$ cat src/rtl/reg_bus_arbiter.sv
// reg_bus_arbiter
//   Round-robin arbiter that shares one register access port between
//   NUM_REQ internal requesters. Each grant becomes one single-cycle read or
//   write pulse on the register file. The requester then gets a one-cycle
//   acknowledge, with read data valid in that same cycle.
//
// Handshake: a requester raises req_valid[i] with stable we/addr/wdata/wstrb
//   and holds it until req_ack[i] pulses. If req_valid[i] is still high in the
//   IDLE cycle after the ack, that is treated as a new request. Once an access
//   is captured it completes even if req_valid drops early.
//
// Ports
//   s_axi_aclk, s_axi_areset   clock, async active-high reset
//   req_valid/req_we           per-requester request level and direction
//   req_addr/wdata/wstrb       flattened fields; requester i at [i*W +: W]
//   req_ack                    one-hot completion pulse
//   req_rdata                  shared read data, valid in the ack cycle
//   m_wr_en/m_rd_en            single-cycle access pulses to the register file
//   m_addr/m_wdata/m_wstrb     registered access fields, held between accesses
//   m_rdata                    register file read data, RD_LATENCY after m_rd_en
//   busy                       high whenever the FSM is not IDLE
//   grant_idx                  current or most recent grant
//   dbg_state                  FSM state (0 IDLE, 1 ISSUE, 2 WAIT, 3 DONE)
module reg_bus_arbiter #(
  parameter int NUM_REQ        = 4,
  parameter int AXI_ADDR_WIDTH = 32,
  parameter int AXI_DATA_WIDTH = 32,
  parameter int RD_LATENCY     = 1
) (
  input  logic                                  s_axi_aclk,
  input  logic                                  s_axi_areset,
  input  logic [NUM_REQ-1:0]                    req_valid,
  input  logic [NUM_REQ-1:0]                    req_we,
  input  logic [NUM_REQ*AXI_ADDR_WIDTH-1:0]     req_addr,
  input  logic [NUM_REQ*AXI_DATA_WIDTH-1:0]     req_wdata,
  input  logic [NUM_REQ*AXI_DATA_WIDTH/8-1:0]   req_wstrb,
  output logic [NUM_REQ-1:0]                    req_ack,
  output logic [AXI_DATA_WIDTH-1:0]             req_rdata,
  output logic                                  m_wr_en,
  output logic                                  m_rd_en,
  output logic [AXI_ADDR_WIDTH-1:0]             m_addr,
  output logic [AXI_DATA_WIDTH-1:0]             m_wdata,
  output logic [AXI_DATA_WIDTH/8-1:0]           m_wstrb,
  input  logic [AXI_DATA_WIDTH-1:0]             m_rdata,
  output logic                                  busy,
  output logic [$clog2(NUM_REQ)-1:0]            grant_idx,
  output logic [1:0]                            dbg_state
);

  localparam int AW = AXI_ADDR_WIDTH;
  localparam int DW = AXI_DATA_WIDTH;
  localparam int SW = AXI_DATA_WIDTH / 8;
  localparam int GW = $clog2(NUM_REQ);

  typedef enum logic [1:0] {
    ST_IDLE  = 2'd0,
    ST_ISSUE = 2'd1,
    ST_WAIT  = 2'd2,
    ST_DONE  = 2'd3
  } state_t;

  state_t        state;
  logic [GW-1:0] ptr;
  logic [3:0]    wait_cnt;
  logic          is_write;

  assign busy      = (state != ST_IDLE);
  assign dbg_state = state;

  // Unpack the flattened request fields.
  logic [AW-1:0] addr_a  [NUM_REQ];
  logic [DW-1:0] wdata_a [NUM_REQ];
  logic [SW-1:0] wstrb_a [NUM_REQ];

  always_comb begin
    for (int i = 0; i < NUM_REQ; i++) begin
      addr_a[i]  = req_addr[i*AW +: AW];
      wdata_a[i] = req_wdata[i*DW +: DW];
      wstrb_a[i] = req_wstrb[i*SW +: SW];
    end
  end

  // Round-robin select. Rotate the request vector so that the pointer sits at
  // bit 0. The lowest set bit is then the offset of the winner from the
  // pointer. Adding that offset back to the pointer, modulo NUM_REQ, gives
  // the winner's index.
  logic [2*NUM_REQ-1:0] dbl;
  logic [NUM_REQ-1:0]   rot;
  logic                 any_req;
  logic [GW:0]          off;
  logic [GW:0]          sum;
  logic [GW-1:0]        sel;

  always_comb begin
    dbl     = {req_valid, req_valid} >> ptr;
    rot     = dbl[NUM_REQ-1:0];
    any_req = |rot;
    off     = '0;
    for (int k = NUM_REQ - 1; k >= 0; k--) begin
      if (rot[k]) off = (GW+1)'(k);
    end
    sum = {1'b0, ptr} + off;
    if (sum >= (GW+1)'(NUM_REQ)) sum = sum - (GW+1)'(NUM_REQ);
    sel = sum[GW-1:0];
  end

  always_ff @(posedge s_axi_aclk or posedge s_axi_areset) begin
    if (s_axi_areset) begin
      state     <= ST_IDLE;
      ptr       <= '0;
      wait_cnt  <= '0;
      is_write  <= 1'b0;
      grant_idx <= '0;
      req_ack   <= '0;
      req_rdata <= '0;
      m_wr_en   <= 1'b0;
      m_rd_en   <= 1'b0;
      m_addr    <= '0;
      m_wdata   <= '0;
      m_wstrb   <= '0;
    end else begin
      // Pulses default low so each is exactly one cycle wide.
      m_wr_en <= 1'b0;
      m_rd_en <= 1'b0;
      req_ack <= '0;
      case (state)
        ST_IDLE: begin
          if (any_req) begin
            grant_idx <= sel;
            is_write  <= req_we[sel];
            m_addr    <= addr_a[sel];
            m_wdata   <= wdata_a[sel];
            m_wstrb   <= wstrb_a[sel];
            m_wr_en   <= req_we[sel];
            m_rd_en   <= ~req_we[sel];
            state     <= ST_ISSUE;
          end
        end
        ST_ISSUE: begin
          if (is_write) begin
            req_ack <= {{(NUM_REQ-1){1'b0}}, 1'b1} << grant_idx;
            state   <= ST_DONE;
          end else if (RD_LATENCY == 0) begin
            // A zero-latency register file returns data in the pulse cycle.
            req_rdata <= m_rdata;
            req_ack   <= {{(NUM_REQ-1){1'b0}}, 1'b1} << grant_idx;
            state     <= ST_DONE;
          end else begin
            wait_cnt <= 4'(RD_LATENCY - 1);
            state    <= ST_WAIT;
          end
        end
        ST_WAIT: begin
          if (wait_cnt == 4'd0) begin
            req_rdata <= m_rdata;
            req_ack   <= {{(NUM_REQ-1){1'b0}}, 1'b1} << grant_idx;
            state     <= ST_DONE;
          end else begin
            wait_cnt <= wait_cnt - 4'd1;
          end
        end
        ST_DONE: begin
          // The requester after the one just served gets top priority next.
          ptr   <= (grant_idx == GW'(NUM_REQ - 1)) ? '0 : grant_idx + 1'b1;
          state <= ST_IDLE;
        end
        default: state <= ST_IDLE;
      endcase
    end
  end

endmodule

$ cat config.mk
export PLATFORM = sky130hd
export DESIGN_NAME = reg_bus_arbiter
export DESIGN_NICKNAME = d
export VERILOG_FILES = /design/src/rtl/reg_bus_arbiter.sv
export SDC_FILE = /design/constraint.sdc
export NUM_CORES = 1
export LEC_CHECK = 0
export CORE_AREA = 2 2 164 166
export CTS_CLUSTER_DIAMETER = 120
export DETAILED_ROUTE_END_ITERATION = 7
export DIE_AREA = 0 0 166 168
export PLACE_DENSITY = 0.61
export SLEW_MARGIN = 20
export SYNTH_ARGS = -nofsm -noshare
export SYNTH_HDL_FRONTEND = slang
export SYNTH_SLANG_ARGS = --single-unit
export TNS_END_PERCENT = 5
$ cat constraint.sdc
create_clock -name s_axi_aclk -period 4.1 [get_ports s_axi_aclk]
set_input_delay 1.23 -clock s_axi_aclk [delete_from_list [all_inputs] [get_ports s_axi_aclk]]
set_output_delay 1.23 -clock s_axi_aclk [all_outputs]
set_load 0.05 [all_outputs]
==> impl_metrics.toml, run 1 <==
[status]
outcome = "completed"

[global_routing]
grt_pass1_wl_um = 36380
grt_util_all_layers_pct = 16.63
grt_remaining_overflow = 0
grt_pass1_vias = 6278
grt_start_max_net_pins = 77
antenna_found_initial = 0

[setup_path]
critPathCaptureType = "flip-flop"
critPathKind = "input port to flip-flop"
ff2ff_setup_slack_ns = 1.40
cp.required_ns = 4.43
worst_setup_path_start_kind = "input port"
worst_ep_arrival_time_ns = 3.87
crit_path_max_fanout = 33

[layout]
fill_cells = 2475
drive_above_1_share_pct = 15.94
final_area_um2 = 12250
utilization_pct = 46.47
synthToLayoutAreaGrowth_pct = 77.33
layout_common_cells = "424 x clkdlybuf4s50_1, 139 x mux2i_1, 117 x dfrtp_1, 103 x mux2_2, 76 x nand2_1"
antennaDiodeCount = 0
final_nets = 1366
mostFrequentLayoutCell = "clkdlybuf4s50_1"

[clock_network]
htreeDepth = 4
cts_buffers = 17
post_cts_buffers = 0
clock_path_buffers = 2
path_clk_slew_ns = 0.06
cts_tree = "done"
cts.repair.resized = 0
clk_latency_ns = 0.41
clkSinkCount = 117
root_buffer = "clkbuf_16"
cts_hold_buf = 0

[sta]
fin_crit_sh_pct = 86.22
finalSetupViolations = 0
tightest_slew_ns = 0.5980
finalHoldViolations = 0
rsz0062_at_grt = "no"
fin_skew_ns = 0.009219
finalSetupTns_ns = 0
slew_viol_final = 0
min_period_ns = 3.535
slew_headroom_pct = 60.01
fmax_mhz = 282.9
hold_slack_ns = 0.4807

[drt]
drc = 0
drtPass1Iterations = 4
vias = 6118
routed_wl_um = 23230
viasPerCell = 4.386
avgRoutedWirePerCell_um = 16.65
ant_nets = 0
drtIter0Drc = 217

[synth]
synthCells = 623
yosys_register_bits = 117
avgSynthCellArea_um2 = 11.08
synth_area_leaders = "dfrtp_1 42%, mux2i_1 20%, mux2_2 17%"
ys_warn_count = 0
synthArstFlopShare_pct = 100.0
ys_types = 37
yosys.area.top_type = "dfrtp_1"
syn-cell-area_um2 = 6905
syn_nets = 947
ys.flop_type = "dfrtp_1"
yosys.area.top_type_share_pct = 42.40
ys_seq_area_share_pct = 42.40
synth_edf_count = 0

[placement]
dpl.hpwl_um = 18260
numPortBuffers = 424
gp_congestion = 0.7828
place_area_um2 = 11640

[pwr]
ir_worst_vdd_v = 0.0006592
p_per_area_nw_per_um2 = 1007
power_leakage_nw = 5.285

[floorplan]
dieArea_um2 = 27890
rows = 60
start_util_pct = 26.21
die_y_um = 168
core_um2 = 26350
dieWidth_um = 166
io_pins = 425

[worst_hold_path]
hold_class = "flip-flop to flip-flop"

[flow_run]
drv_cap = 0
## registers in the layout, indices dropped and copies added (netlist names)
register,flops
m_addr,32
m_wdata,32
req_rdata,32
m_wstrb,4
req_ack,4
wait_cnt,4
dbg_state,2
grant_idx,2
ptr,2
is_write,1
m_rd_en,1
m_wr_en,1
## cells by family (layout without fill, tap and decap cells)
logic type | count (synthesis) | in the layout | synth area share, %
XOR/XNOR | 2 | 2 | 0.5255
multiplexers | 243 | 243 | 37.16
AO/OA/AOI/OAI | 90 | 90 | 7.574
adder cells (fa/ha/maj) | 10 | 10 | 1.812
buffers and inverters | 56 | 487 | 4.095
flip-flops | 117 | 117 | 42.40
AND/OR/NAND/NOR | 105 | 105 | 6.433
## layout make-up
cell class	instances	area [um2]	share of cell area, %
clock inverters	14	175.2	1.430
well taps	341	426.7	3.484
repair buffers	446	4534	37.03
inverters	10	41.29	0.3372
clock buffers	17	425.4	3.474
multi-input cells	450	3715	30.34
flip-flops and latches	117	2928	23.91
## worst paths after layout
kind | startpoint | to | depth (start not counted)
max | req_valid[3] | m_addr[11] | 11
min | m_wdata[5] | m_wdata[5] | 2
max reg2reg | ptr[0] | m_addr[11] | 9
min reg2reg | m_wdata[5] | m_wdata[5] | 2
max in group asynchronous | s_axi_areset | m_addr[5] | 3
min in group asynchronous | s_axi_areset | m_addr[30] | 3
## cells in the mapped netlist (2+ instances only)
cell,instances
o32ai_1,2
ha_1,10
a22o_1,4
clkbuf_1,32
nand3_1,3
and2_1,5
buf_4,2
buf_2,4
nand2b_1,3
o21ai_1,64
mux2i_1,139
nor2_1,10
a21oi_1,2
o21ai_2,5
inv_1,10
o211ai_1,2
nor3_1,2
dfrtp_1,117
o21ai_0,5
buf_6,8
nand2_1,76
mux2_2,103
## worst max-delay path, cell delays in order
cell             delay, ns
clkdlybuf4s50_1       0.57
inv_1                 0.12
o311a_1               0.30
o211ai_1              0.26
ha_4                  0.17
xnor2_1               0.06
buf_4                 0.16
xnor2_4               0.22
buf_12                0.26
mux2_2                0.37
o21ai_1               0.11
## through the flow
step	power, W	std cells	setup WS, ns
finish	0.01233	1395	0.5649
global route	0.01307	1395	0.3915
floorplan	0.008282	623	0.6128
detailed placement	0.01092	1364	0.1575
global placement	0.01084	1364	0.2306
CTS	0.01251	1395	0.5928
## layer usage
metal  vias up  global-route usage [%]  part of all wire, %
met4         0                   4.953                  1.4
li1       3057                       -                    -
met5         -                       0                    0
met3        19                   4.090                  5.5
met2       202                   28.96                   51
met1      2840                   20.38                   42
## where the power goes
part           leakage (nW)  internal, W  total [W]  switching (W)
sequential             1.43      0.00172    0.00206       0.000332
combinational          3.55      0.00399    0.00872        0.00473
clock                 0.299     0.000961    0.00155       0.000585
total                  5.28      0.00668     0.0123        0.00565
(Power assumes the default switching activity.)
==> inputs of run 2 (changes only) <==
Settings changed: CAP_MARGIN set to 40.
==> results of run 2 <==
Final layout, timing and power as in run 1 (identical DEF).
